`src/rtl/dmem_arb_pkg.sv`:
```
// Shared types and constants for the data-memory arbiter and its counters.
package dmem_arb_pkg;

  localparam int          DMEM_AW       = 32;
  localparam int          DMEM_DW       = 32;
  localparam logic [31:0] DMEM_ERR_DATA = 32'hDEADBEEF;

  typedef enum logic [1:0] {
    IDLE   = 2'd0,
    BUSY_A = 2'd1,
    BUSY_B = 2'd2,
    ACK    = 2'd3
  } arb_state_e;

  typedef enum logic {
    OWN_A = 1'b0,
    OWN_B = 1'b1
  } owner_e;

endpackage

```
`src/rtl/dmem_arb_starve_ctr.sv`:
```
// Saturating up-counter with synchronous clear; used both as the starvation
// guard for requester B and as the memory-ready timeout counter.
module dmem_arb_starve_ctr #(
  parameter int W = 4
) (
  input  logic         clk_i,
  input  logic         rst_ni,
  input  logic         inc_i,
  input  logic         clr_i,
  input  logic [W-1:0] limit_i,
  output logic         at_limit_o,
  output logic [W-1:0] cnt_o
);

  logic [W-1:0] cnt_q, cnt_d;

  // Clear wins over increment; increment stops once the limit is reached.
  always_comb begin
    cnt_d = cnt_q;
    if (clr_i) begin
      cnt_d = '0;
    end else if (inc_i && (cnt_q < limit_i)) begin
      cnt_d = cnt_q + W'(1);
    end else begin
      cnt_d = cnt_q;
    end
  end

  always_ff @(posedge clk_i or negedge rst_ni) begin
    if (!rst_ni) begin
      cnt_q <= '0;
    end else begin
      cnt_q <= cnt_d;
    end
  end

  assign at_limit_o = (cnt_q >= limit_i);
  assign cnt_o      = cnt_q;

endmodule

```
`src/rtl/dmem_arbiter.sv`:
```
// Data-memory port arbiter: MEM stage (A, fixed priority) vs debug/DMA (B) with
// a starvation guard. Define DMEM_TIMEOUT_EN for the mem_ready timeout and bus_err.
module dmem_arbiter
  import dmem_arb_pkg::*;
#(
  parameter int AW       = DMEM_AW,
  parameter int DW       = DMEM_DW,
  parameter int MAX_WAIT = 4,
  parameter int TIMEOUT  = 16
) (
  input  logic          CLK,
  input  logic          RESET,
  input  logic          a_read,
  input  logic          a_write,
  input  logic [AW-1:0] a_addr,
  input  logic [DW-1:0] a_wdata,
  output logic [DW-1:0] a_rdata,
  output logic          a_ack,
  output logic          a_stall,
  input  logic          b_req,
  input  logic          b_we,
  input  logic [AW-1:0] b_addr,
  input  logic [DW-1:0] b_wdata,
  output logic [DW-1:0] b_rdata,
  output logic          b_ack,
  output logic          mem_read,
  output logic          mem_write,
  output logic [AW-1:0] mem_addr,
  output logic [DW-1:0] mem_wdata,
  input  logic [DW-1:0] mem_rdata,
  input  logic          mem_ready,
  output logic          bus_err
);

  arb_state_e    state_q, state_d;
  owner_e        owner_q, owner_d;
  logic          mem_read_q, mem_read_d, mem_write_q, mem_write_d;
  logic [AW-1:0] mem_addr_q, mem_addr_d;
  logic [DW-1:0] mem_wdata_q, mem_wdata_d;
  logic [DW-1:0] a_rdata_q, a_rdata_d, b_rdata_q, b_rdata_d;
  logic          a_ack_q, a_ack_d, b_ack_q, b_ack_d;
  logic          pa_s, busy_s, wait_inc_s, wait_clr_s, wait_at_lim_s, timeout_s;
  logic [3:0]    wait_cnt;

  assign pa_s   = a_read | a_write;
  assign busy_s = (state_q == BUSY_A) || (state_q == BUSY_B);

  dmem_arb_starve_ctr #(.W(4)) u_starve (
    .clk_i      (CLK),
    .rst_ni     (RESET),
    .inc_i      (wait_inc_s),
    .clr_i      (wait_clr_s),
    .limit_i    (4'(MAX_WAIT)),
    .at_limit_o (wait_at_lim_s),
    .cnt_o      (wait_cnt)
  );

`ifdef DMEM_TIMEOUT_EN
  localparam int TW = $clog2(TIMEOUT + 1);
  logic          to_at_lim_s;
  logic [TW-1:0] to_cnt_s;
  logic          bus_err_q;

  // Counts BUSY cycles without mem_ready; cleared outside BUSY so each access starts at 0.
  dmem_arb_starve_ctr #(.W(TW)) u_timeout (
    .clk_i      (CLK),
    .rst_ni     (RESET),
    .inc_i      (busy_s & ~mem_ready),
    .clr_i      (~busy_s),
    .limit_i    (TW'(TIMEOUT - 1)),
    .at_limit_o (to_at_lim_s),
    .cnt_o      (to_cnt_s)
  );

  assign timeout_s = busy_s & ~mem_ready & to_at_lim_s;

  always_ff @(posedge CLK or negedge RESET) begin
    if (!RESET) begin
      bus_err_q <= 1'b0;
    end else begin
      bus_err_q <= bus_err_q | timeout_s;
    end
  end

  assign bus_err = bus_err_q;
`else
  assign timeout_s = 1'b0;
  assign bus_err   = 1'b0;
`endif

  always_comb begin
    state_d     = state_q;
    owner_d     = owner_q;
    mem_read_d  = mem_read_q;
    mem_write_d = mem_write_q;
    mem_addr_d  = mem_addr_q;
    mem_wdata_d = mem_wdata_q;
    a_rdata_d   = a_rdata_q;
    b_rdata_d   = b_rdata_q;
    a_ack_d     = 1'b0;
    b_ack_d     = 1'b0;
    wait_inc_s  = 1'b0;
    wait_clr_s  = 1'b0;
    case (state_q)
      IDLE: begin
        // A store wins over a simultaneous load from the same stage.
        if (b_req && (wait_at_lim_s || !pa_s)) begin
          state_d     = BUSY_B;
          owner_d     = OWN_B;
          mem_read_d  = ~b_we;
          mem_write_d = b_we;
          mem_addr_d  = b_addr;
          mem_wdata_d = b_wdata;
          wait_clr_s  = 1'b1;
        end else if (pa_s) begin
          state_d     = BUSY_A;
          owner_d     = OWN_A;
          mem_read_d  = a_read & ~a_write;
          mem_write_d = a_write;
          mem_addr_d  = a_addr;
          mem_wdata_d = a_wdata;
          wait_inc_s  = b_req;
        end else begin
          state_d = IDLE;
        end
      end
      BUSY_A, BUSY_B: begin
        if (mem_ready || timeout_s) begin
          state_d     = ACK;
          mem_read_d  = 1'b0;
          mem_write_d = 1'b0;
          if (owner_q == OWN_A) begin
            a_rdata_d = mem_ready ? mem_rdata : DW'(DMEM_ERR_DATA);
            a_ack_d   = 1'b1;
          end else begin
            b_rdata_d = mem_ready ? mem_rdata : DW'(DMEM_ERR_DATA);
            b_ack_d   = 1'b1;
          end
        end else begin
          state_d = state_q;
        end
      end
      ACK: begin
        state_d = IDLE;
      end
      default: begin
        state_d = IDLE;
      end
    endcase
  end

  always_ff @(posedge CLK or negedge RESET) begin
    if (!RESET) begin
      state_q     <= IDLE;
      owner_q     <= OWN_A;
      mem_read_q  <= 1'b0;
      mem_write_q <= 1'b0;
      mem_addr_q  <= '0;
      mem_wdata_q <= '0;
      a_rdata_q   <= '0;
      b_rdata_q   <= '0;
      a_ack_q     <= 1'b0;
      b_ack_q     <= 1'b0;
    end else begin
      state_q     <= state_d;
      owner_q     <= owner_d;
      mem_read_q  <= mem_read_d;
      mem_write_q <= mem_write_d;
      mem_addr_q  <= mem_addr_d;
      mem_wdata_q <= mem_wdata_d;
      a_rdata_q   <= a_rdata_d;
      b_rdata_q   <= b_rdata_d;
      a_ack_q     <= a_ack_d;
      b_ack_q     <= b_ack_d;
    end
  end

  assign mem_read  = mem_read_q;
  assign mem_write = mem_write_q;
  assign mem_addr  = mem_addr_q;
  assign mem_wdata = mem_wdata_q;
  assign a_rdata   = a_rdata_q;
  assign b_rdata   = b_rdata_q;
  assign a_ack     = a_ack_q;
  assign b_ack     = b_ack_q;
  assign a_stall   = pa_s & ~a_ack_q;

endmodule

```
`config.mk`:
```
export PLATFORM = sky130hd
export DESIGN_NAME = dmem_arbiter
export DESIGN_NICKNAME = d
export VERILOG_FILES = /design/src/rtl/dmem_arb_pkg.sv /design/src/rtl/dmem_arb_starve_ctr.sv /design/src/rtl/dmem_arbiter.sv
export SDC_FILE = /design/constraint.sdc
export NUM_CORES = 1
export LEC_CHECK = 0
export CAP_MARGIN = 20
export CORE_MARGIN = 1.5
export CORE_UTILIZATION = 43
export DETAILED_ROUTE_END_ITERATION = 8
export PLACE_DENSITY_LB_ADDON = 0.1
export SLEW_MARGIN = 30
export SYNTH_ARGS = -nofsm -noshare
export SYNTH_HDL_FRONTEND = slang
export SYNTH_SLANG_ARGS = --single-unit
```
`constraint.sdc`:
```
create_clock -name CLK -period 3.2 [get_ports CLK]
set_input_delay 0.32 -clock CLK [delete_from_list [all_inputs] [get_ports CLK]]
set_output_delay 0.32 -clock CLK [all_outputs]
set_load 0.03 [all_outputs]
```
Word-level counts from Yosys, hierarchy flattened
Index checks and enable logic that the tools add are counted.
{ "word_totals": {"regBits": 139, "in_bits": 167, "out_inout_bits": 134, "elab_cells": 69} }
{ "classes": {"n_addsub": 1, "magnitude_cmp": 2, "eq_ne": 5, "mux": 30, "bitwise": 7, "reduce_logical": 13} }
{ "ops": {"columns": ["op", "count"], "rows": [
  ["$mux 32", 4],
  ["$mux 1", 19],
  ["$reduce_and 3->1", 3],
  ["$mux 4", 2],
  ["$pmux 2 s3", 1],
  ["$reduce_bool 2->1", 3],
  ["$add 4x1->4 const B", 1],
  ["$eq 2x2->1 const B", 2],
  ["$ge 4x3->1 const B", 1],
  ["$lt 4x3->1 const B", 1],
  ["$mux 2", 2],
  ["$not 1->1", 4],
  ["$pmux 1 s2", 2],
  ["$ne 3x3->1 const B", 1],
  ["$and 1x1->1", 2],
  ["$eq 2x1->1 const B", 1],
  ["$logic_and 1x1->1", 2],
  ["$logic_not 2->1", 1],
  ["$ne 2x2->1 const B", 1],
  ["$reduce_and 2->1", 1],
  ["$reduce_or 2->1", 1],
  ["$logic_not 1->1", 1],
  ["$logic_or 1x1->1", 1],
  ["$or 1x1->1", 1]
]} }

Longest topological paths before layout
Gate-level depths: netlist of the first run.
{ "logic_depth": {"ltp_word": 9, "mapped_depth": 7, "ltp_nobuf": 6} }

Modules after synthesis
A second synthesis of the first run with hierarchy kept.
{ "hier_totals": {"cells_unflattened": 584, "area_unflattened_um2": 6282.3} }
{ "by_module_without_submodules": {"columns": ["mod", "n_inst", "cells_per_inst", "area_each_um2", "seq_area_each_um2"], "rows": [
  ["dmem_arbiter", 1, 549, 5933.2, 3378.2],
  ["dmem_arb_starve_ctr", 1, 35, 349.1, 100.1]
]} }

Worst setup path before layout of the first run
No wires, ideal clock.
{ "synth_path": {"kind": "reg-to-reg", "startpoint": "reg state_q[0]", "endpoint": "reg b_rdata_q[10] (netlist: b_rdata[10])", "setup_ns": 0.125, "arrival_time_ns": 1.487, "t_required_ns": 3.075, "slack_ns": 1.588, "stages_incl_launch_ff": 6, "path_buffers": 1, "period_less_slack_ns": 1.612, "path_cell_list": "dfrtp_1 inv_1 ha_1 nand3_1 buf_2 mux2_2"} }
{ "synth_via": {"elab_chain_cells": 3, "elab_cells_between_ends": 4, "classes_between": "2 x eq/ne; 2 x reduce/logical"} }
{ "synth_rtl": {"columns": ["element", "line_no", "rtl"], "rows": [
  ["start: declaration", "dmem_arbiter.sv:35", "arb_state_e state_q, state_d;"],
  ["start signal: assignment", "dmem_arbiter.sv:165", "state_q <= state_d;"],
  ["$eq 2x1->1 / $eq 2x2->1 (equally long branches)", "dmem_arbiter.sv:104", "case (state_q)"],
  ["$reduce_or 2->1 *", "dmem_arbiter.sv:104", null],
  ["$reduce_and 3->1 (no line) *", null, null],
  ["end signal: assignment", "dmem_arbiter.sv:172", "b_rdata_q <= b_rdata_d;"],
  ["end: declaration", "dmem_arbiter.sv:40", "logic [DW-1:0] a_rdata_q, a_rdata_d, b_rdata_q, b_rdata_d;"]
]} }
Every way passes the cells marked *; elsewhere a longest branch is shown, timed or not.
A chain may end at the register's enable or synchronous reset.

Final worst setup path of the first run
{ "layout_path": {"startpoint": "in a_write", "endpoint": "out a_stall"} }
{ "layout_via": {"elab_chain_cells": 2} }
{ "layout_rtl": {"columns": ["element", "line_no", "rtl"], "rows": [
  ["start: declaration", "dmem_arbiter.sv:14", "input logic a_write,"],
  ["$or 1x1->1", "dmem_arbiter.sv:45", "assign pa_s = a_read | a_write;"],
  ["$and 1x1->1", "dmem_arbiter.sv:186", "assign a_stall = pa_s & ~a_ack_q;"],
  ["end: declaration", "dmem_arbiter.sv:19", "output logic a_stall,"]
]} }
No other way between the ends.

==> results of run 1 <==
[cell usage after synthesis]
| cell type | n | share of area [%] |
|---|---|---|
| nand2_1 | 230 | 15 |
| dfrtp_1 | 139 | 59 |
| nor2_1 | 70 | 4.5 |
| a31oi_1 | 67 | 7.1 |
| mux2_2 | 32 | 6.1 |
| clkbuf_1 | 16 | 1.0 |
| buf_2 | 9 | 0.76 |
| buf_6 | 6 | 1.1 |
| inv_1 | 6 | 0.38 |
| buf_8 | 4 | 1.0 |
| ha_1 | 4 | 0.85 |
| a21o_1 | 3 | 0.38 |
| nand3_1 | 3 | 0.25 |
| a311oi_1 | 2 | 0.30 |
| buf_1 | 2 | 0.13 |
| buf_4 | 2 | 0.25 |
| nand2b_1 | 2 | 0.21 |
| o21ai_0 | 2 | 0.17 |
| o2bb2ai_1 | 2 | 0.30 |
| a211oi_1 | 1 | 0.13 |
| a21boi_1 | 1 | 0.13 |
| a21oi_1 | 1 | 0.085 |
| a21oi_4 | 1 | 0.28 |
| a22o_1 | 1 | 0.15 |
| a32oi_1 | 1 | 0.15 |
| and2_1 | 1 | 0.11 |
| conb_1 | 1 | 0.064 |
| nand3b_1 | 1 | 0.13 |
| nor3_1 | 1 | 0.085 |
| or2_1 | 1 | 0.11 |
[per-layer routing]
| metal | vias up | global-route usage, % | wire length (um) |
|---|---|---|---|
| li1 | 2597 | - | - |
| met1 | 2594 | 28.3 | 6800 |
| met2 | 238 | 42.7 | 8900 |
| met3 | 34 | 10.5 | 1740 |
| met4 | 0 | 10.1 | 454 |
| met5 | - | 0 | 0 |
[per-stage QoR]
step | power [mW] | std cells | hold WS [ns] | setup slack [ns] | utilization, %
after floorplan | 6.29 | 612 | 0.0244 | 1.59 | -
after global placement | 8.47 | 1059 | 0.423 | 0.985 | 67.4
after detailed placement | 8.63 | 1059 | 0.427 | 0.872 | 67.4
after CTS | 10.6 | 1092 | 0.441 | 1.03 | 71.9
after global routing | 11.1 | 1092 | 0.464 | 0.894 | 71.9
final | 10.5 | 1092 | 0.456 | 1.02 | 71.9
[state kept, by name, summed over array words and instances, names as in the netlist, 2 cells and up]
signal and flops:
a_rdata 32, state_q 2, mem_wdata 32, mem_addr 32, b_rdata 32, u_starve.cnt_o 4
[worst max-delay path, delay by kind of cell]
kind / cells / cell delay [ns]
buf+inv: 2 / 1.11
simple gates: 2 / 0.42
[cell families after synthesis]
kind of cell / count (synthesis) / share of synthesized area (%)
compound gates: 82 / 9.18
mux: 32 / 6.12
other cells: 1 / 0.0637
flops: 139 / 59.1
fa+ha+maj: 4 / 0.850
simple gates: 309 / 20.0
buf+inv: 45 / 4.72
[area by class of cell]
| class | instances | area (um^2) | area share [%] |
|---|---|---|---|
| Clock buffer | 18 | 439 | 4.60 |
| Inverter | 6 | 22.5 | 0.236 |
| Clock inverter | 14 | 148 | 1.55 |
| Multi-Input combinational cell | 428 | 2150 | 22.5 |
| Tap cell | 176 | 220 | 2.31 |
| Timing Repair Buffer | 311 | 3100 | 32.4 |
| Sequential cell | 139 | 3480 | 36.4 |
[report_power, final]
part,switching (mW),internal [mW]
Clock,0.753,1.17
Combinational,3.24,2.27
Sequential,0.451,2.63
Total,4.44,6.06
[how the worst max path moves through the flow]
stage / from / to / slack, ns / depth (start not counted)
after global placement: a_write / mem_wdata[5] / 0.98 / 6
final: a_write / a_stall / 1.02 / 4
after CTS: a_write / a_stall / 1.03 / 4
after detailed placement: a_write / mem_wdata[9] / 0.87 / 6
after floorplan: state_q[0] / b_rdata[10] / 1.59 / 5
after global routing: state_q[0] / a_rdata[20] / 0.89 / 8
[timing repair]
item                       4_1_cts  5_1_grt
hold endpoints to repair        46        0
hold buffers                     1        0
setup endpoints to repair        0        0
==> impl_metrics.yaml, run 1 <==
layout:
  num-fill-cells: 981
  drive_gt1_share_pct: 8.62
  layout_commonest_cell: "clkdlybuf4s50_1"
  area_growth_pct: 62.2
  n_antenna_cell: 0
  nNetsFinal: 1074
  final_cell_area_mm2: 0.00955
  layout_common_cells: "298 x clkdlybuf4s50_1, 230 x nand2_1, 139 x dfrtp_1"
worst_setup_path:
  cp_slowest_cell: "clkdlybuf4s50_1"
  slowest_delay_ns: 0.62
  path_cells: "clkdlybuf4s50_1 -> nor2_1 -> nor2_1 -> clkdlybuf4s50_1"
  r2r-end: "a_rdata[17]"
  crit_path_start_kind: "input port"
  rrSetupSlack_ns: 1.09
  crit_path_end_kind: "output port"
  arrival_ns: 1.86
  rr_worst_depth: 8
  worstPathRequired_ns: 2.88
  rr_startpoint: "state_q[0]"
  critPathKind: "input port to output port"
  crit_fanout: 5
synthesis:
  ys_types: 30
  ys_ff_latch: 139
  synthCells: 612
  syn-num-nets: 783
  syn-cell-area_mm2: 0.00589
  yosysWarningCount: 0
  postSynthAreaPerCell_um2: 9.62
  yosysSeqAreaShare_pct: 59.1
global_routing:
  gr-total-overflow: 0
  grt_pass1_wl_um: 28200
  grt_usage_pct: 25.3
  grt_max_degree: 85
  grt_pass1_vias: 5534
  antenna_found_initial: 0
drt:
  wl_um: 17900
  drt_iter0_drc: 392
  route.detailed.drc: 0
  post_drt_wl_per_cell_um: 16.4
  drtPass1Iterations: 5
  vias_per_cell: 5.00
  antenna_left: 0
  num_vias: 5463
worst_hold_path:
  hp-start: "mem_rdata[7]"
  hold_class: "input port to flip-flop"
  hold_depth: 3
  whs_endpoint: "a_rdata[7]"
power_and_ir_drop:
  power_leakage_nw: 4.21
  peakVddDrop_uv: 633
  power_density_mw_per_mm2: 1100
clocking:
  clkTransAtPathRegs_ns: 0.06
  cts_sinks: 139
  post_cts_buffers: 0
  cts_resized: 0
  h-tree-depth: 4
  root_buffer: "clkbuf_16"
  clockBufferDepth: 2
  cts_tree: "done"
  insertion_delay_ns: 0.42
  numCtsBuffers: 17
outcome:
  status: "finished clean"
flow_run:
  drv_cap: 0
placed_design:
  hpwl_um: 12800
  routabilityCongestion: 0.815
  placed_cell_area_mm2: 0.00896
  io_buffers: 299
floorplanning:
  die_height_um: 120
  row_count: 42
  pin_count: 301
  die-width_um: 120
  start_util_pct: 44.3
  coreArea_mm2: 0.0133
  fp.dieArea_mm2: 0.0144
sta:
  hold_viol: 0
  fmax_ghz: 0.459
  finalSetupTns_ns: 0
  finalCriticalPeriod_ns: 2.18
  tightest_slew_ns: 0.783
  slew_viol_final: 0
  grt_setup_unrepaired: "false"
  finalClockSkew_ns: 0.00900
  relSlewSlack_pct: 47.8
  finalSetupViolations: 0
  period_share_pct: 68.0
Note: power is estimated with default switching activity, not from simulation.
==> run 2: changes to the inputs <==
CORE_UTILIZATION = 36   (was 43)
clock period = 1.8 ns   (was 3.2 ns; I/O delays follow)
==> run 2 against run 1 <==
Against the previous run:
- clock power increased by 88%
- worst setup slack got worse by 0.88 ns
- flip-flop and latch count is the same
- final area grew 2.4%
- non-clock buffer count grew 5
- critical endpoint is now b_rdata[0]
- largest cell class unchanged
- highest routed layer unchanged
==> impl_metrics.yaml, run 2 (synthesized netlist as in run 1, its figures left out) <==
placed_design:
  io_buffers: 299
  hpwl_um: 13500
  placed_cell_area_mm2: 0.00916
  routabilityCongestion: 0.802
clocking:
  root_buffer: "clkbuf_16"
  cts_sinks: 139
  numCtsBuffers: 17
  h-tree-depth: 4
  cts_tree: "done"
  cts_resized: 0
  clockBufferDepth: 2
  insertion_delay_ns: 0.42
  post_cts_buffers: 0
  clkTransAtPathRegs_ns: 0.06
drt:
  wl_met1_um: 6840
  num_vias: 5522
  antenna_left: 0
  wl_met2_um: 9330
  vias_per_cell: 4.86
  drt_iter0_drc: 162
  top_layer_used: "met4"
  route.detailed.drc: 0
  wl_um: 18400
  post_drt_wl_per_cell_um: 16.2
  met3WireLength_um: 1700
  drtPass1Iterations: 5
layout:
  fin_util_pct: 61.3
  layout_commonest_cell: "clkdlybuf4s50_1"
  multi_input_comb_area_mm2: 0.00215
  layout_common_cells: "297 x clkdlybuf4s50_1, 230 x nand2_1, 139 x dfrtp_1"
  seq_area_mm2: 0.00348
  num-fill-cells: 1354
  nNetsFinal: 1079
  final_cell_area_mm2: 0.00978
  drive_gt1_share_pct: 9.23
  n_antenna_cell: 0
  area_growth_pct: 66.0
worst_setup_path:
  rr_worst_depth: 5
  rrSetupSlack_ns: 0.14
  crit_fanout: 33
  crit_path_start_kind: "flip-flop"
  r2r-end: "b_rdata[0]"
  rr_startpoint: "state_q[0]"
  worstPathRequired_ns: 2.10
  critPathKind: "flip-flop to flip-flop"
  arrival_ns: 1.96
  crit_path_end_kind: "flip-flop"
sta:
  relSlewSlack_pct: 63.2
  finalClockSkew_ns: 0.0109
  hold_viol: 0
  finalSetupViolations: 0
  finalCriticalPeriod_ns: 1.66
  period_share_pct: 92.0
  whs_ns: 0.255
  fmax_ghz: 0.604
  slew_viol_final: 0
  grt_setup_unrepaired: "false"
  tightest_slew_ns: 0.546
power_and_ir_drop:
  power_density_mw_per_mm2: 1950
  total_power_mw: 19.1
  power_leakage_nw: 4.29
  peakVddDrop_uv: 1090
floorplanning:
  pin_count: 301
  die-width_um: 131
  fp.dieArea_mm2: 0.0171
  start_util_pct: 36.9
  die_height_um: 131
  row_count: 46
  coreArea_mm2: 0.0159
global_routing:
  grt_pass1_vias: 5549
  grt_usage_pct: 21.4
  antenna_found_initial: 0
  grt_pass1_wl_um: 27900
  grt_max_degree: 64
  gr-total-overflow: 0
outcome:
  status: "finished clean"
flow_run:
  drv_cap: 0
worst_hold_path:
  hold_class: "input port to async pin"
[run 2: report_power, final]
part	switching, mW	internal, mW
logic	5.78	4.22
registers	0.801	4.67
clock network	1.38	2.23
total	7.96	11.1
[run 2: timing repair]
| action | CTS | global route |
|---|---|---|
| endpoints found under the setup margin | 0 | 0 |
| hold endpoints to repair | 44 | 0 |
| hold buffers | 1 | 0 |
[run 2: area by class of cell]
class	instances	area share [%]
Sequential cell	139	35.6
Timing Repair Buffer	316	33.2
Multi-Input combinational cell	428	22.0
Clock buffer	19	4.53
Tap cell	216	2.76
Clock inverter	13	1.70
Inverter	6	0.230
[run 2: worst max-delay path by stage]
stage                 startpoint            end  slack [ns]
floorplan             state_q[0]    b_rdata[10]        0.19
global placement         a_write  mem_wdata[24]        0.05
detailed placement       a_write  mem_wdata[24]       -0.04
CTS                 mem_addr[25]   mem_addr[25]        0.11
global route          state_q[0]    a_rdata[17]        0.06
finish                state_q[0]     b_rdata[0]        0.14
[run 2: metrics by stage]
step                      setup WS (ns)  cells  TNS [ns]
final                             0.144   1137         0
after global routing             0.0588   1137         0
after CTS                         0.108   1137         0
after detailed placement        -0.0362   1104    -0.182
after global placement           0.0532   1104         0
after floorplan                   0.188    612         0
[run 2: layer usage]
layer	vias up	track usage, %
met3	33	8.14
met4	0	9.05
li1	2613	-
met5	-	0
met1	2650	23.2
met2	226	37.4
[run 2: critical path, stage by stage (launching register included)]
cell     delay (ns)
dfrtp_1        0.37
inv_1          0.07
ha_1           0.37
nand3_2        0.11
buf_12         0.22
mux2_2         0.37
==> run 3: changes to the inputs <==
REMOVE_ABC_BUFFERS = 1   (was unset)
==> run 3 against run 2 <==
Against the previous run:
- clock-buffer cell count is 1 lower
- power increased by 1.1%
- flip-flop and latch count unchanged
- clock skew is essentially flat
- non-clock buffer count up 12
- core utilization up 0.60 points
- register-to-register slack better by 0.07 ns
- sequential share of layout area decreased by 0.34 points
- critical endpoint is now mem_wdata[19]
- highest routed layer unchanged
==> impl_metrics.yaml, run 3 (synthesized netlist as in run 1, its figures left out) <==
flow_run:
  drv_cap: 0
worst_setup_path:
  crit_path_end_kind: "output port"
  r2r-end: "b_rdata[13]"
  critPathKind: "flip-flop to output port"
  critical-path-top-delay-family: "buffers and inverters"
  rr_startpoint: "state_q[0]"
  rrSetupSlack_ns: 0.21
  path_cells: "clkdlybuf4s50_1"
  rr_worst_depth: 5
  crit_path_start_kind: "flip-flop"
  cp_slowest_cell: "clkdlybuf4s50_1"
  arrival_ns: 1.50
  worstPathRequired_ns: 1.62
  slowest_delay_ns: 0.74
  crit_fanout: 2
  critPathBufInv: 1
floorplanning:
  start_util_pct: 36.9
  die-width_um: 131
  pin_count: 301
  row_count: 46
  coreArea_mm2: 0.0159
  die_height_um: 131
  fp.dieArea_mm2: 0.0171
layout:
  num-fill-cells: 1372
  nNetsFinal: 1091
  layout_commonest_cell: "clkdlybuf4s50_1"
  area_growth_pct: 67.6
  drive_gt1_share_pct: 10.2
  fin_util_pct: 61.9
  layout_common_cells: "297 x clkdlybuf4s50_1, 230 x nand2_1, 139 x dfrtp_1"
  n_antenna_cell: 0
  fin_cells: 1149
placed_design:
  io_buffers: 299
  hpwl_um: 13100
  dp.cells: 1116
  routabilityCongestion: 0.804
sta:
  tightest_slew_ns: 0.551
  hold_viol: 0
  grt_setup_unrepaired: "false"
  finalClockSkew_ns: 0.0111
  finalCriticalPeriod_ns: 1.68
  relSlewSlack_pct: 62.9
  finalSetupViolations: 0
  whs_ns: 0.290
  fmax_ghz: 0.597
  period_share_pct: 93.1
  slew_viol_final: 0
worst_hold_path:
  hold_class: "input port to async pin"
global_routing:
  grt_pass1_wl_um: 27000
  gr-total-overflow: 0
  antenna_found_initial: 0
  grt_max_degree: 51
  grt_pass1_vias: 5476
  grt_usage_pct: 20.5
drt:
  post_drt_wl_per_cell_um: 15.3
  antenna_left: 0
  num_vias: 5428
  route.detailed.drc: 0
  drt_iter0_drc: 177
  vias_per_cell: 4.72
  drtPass1Iterations: 4
  wl_um: 17600
power_and_ir_drop:
  peakVddDrop_uv: 746
  total_power_mw: 19.3
  power_density_mw_per_mm2: 1950
  power_leakage_nw: 4.35
clocking:
  cts_sinks: 139
  numCtsBuffers: 17
  insertion_delay_ns: 0.41
  post_cts_buffers: 0
  clockBufferDepth: 2
  h-tree-depth: 4
  cts_tree: "done"
  root_buffer: "clkbuf_16"
  clkTransAtPathRegs_ns: 0.06
outcome:
  status: "finished clean"
run 3: cell count changes in the layout (fill, tap and decap cells not counted), sizes merged:
cell,change
clkbuf,-1
clkinv,-2
inv,+3
dlymetal6s2s,+1
buf,+11
run 3: how the worst max path moves through the flow:
stage                        startpoint             to  slack (ns)  cells after the start
after CTS                         a_ack        a_stall        0.02                      2
after floorplan              state_q[0]   mem_addr[30]       -3.81                      4
after detailed placement         a_read  mem_wdata[22]        0.02                      8
final                     mem_wdata[19]  mem_wdata[19]        0.12                      1
after global placement           a_read   mem_addr[20]        0.08                      8
after global routing      mem_wdata[30]  mem_wdata[30]        0.07                      1
run 3: per-stage QoR:
step	TNS [ns]	setup slack [ns]	instance area, um^2
6_report	0	0.125	9870
5_1_grt	0	0.0687	9870
4_1_cts	0	0.0153	9870
3_5_place_dp	0	0.0193	9250
3_3_place_gp	0	0.0762	9250
2_1_floorplan	-270.45	-3.81	5630
run 3: cell type report:
class / count / area (um^2) / area share, %
clock inverter: 14 / 185 / 1.88
inverter: 6 / 22.5 / 0.228
tap: 216 / 270 / 2.74
timing repair buffer: 328 / 3340 / 33.8
multi-input combinational: 428 / 2150 / 21.7
clock buffer: 18 / 429 / 4.35
sequential: 139 / 3480 / 35.2
run 3: power by group:
| group | switching, mW | total [mW] | internal [mW] |
|---|---|---|---|
| clock network | 1.41 | 3.62 | 2.21 |
| logic | 5.82 | 10.2 | 4.38 |
| registers | 0.805 | 5.47 | 4.67 |
| total | 8.03 | 19.3 | 11.3 |
run 3: routing by layer:
| metal | GRT usage (%) | routed length [um] |
|---|---|---|
| met1 | 23.3 | 7150 |
| met2 | 35.1 | 8470 |
| met3 | 7.65 | 1550 |
| met4 | 8.14 | 381 |
| met5 | 0 | 0 |
run 3: timing repair:
item | in CTS | in global routing
endpoints found under the hold margin | 47 | 0
hold buffers | 1 | 0
endpoints found under the setup margin | 0 | 1
gates resized for setup | 0 | 1
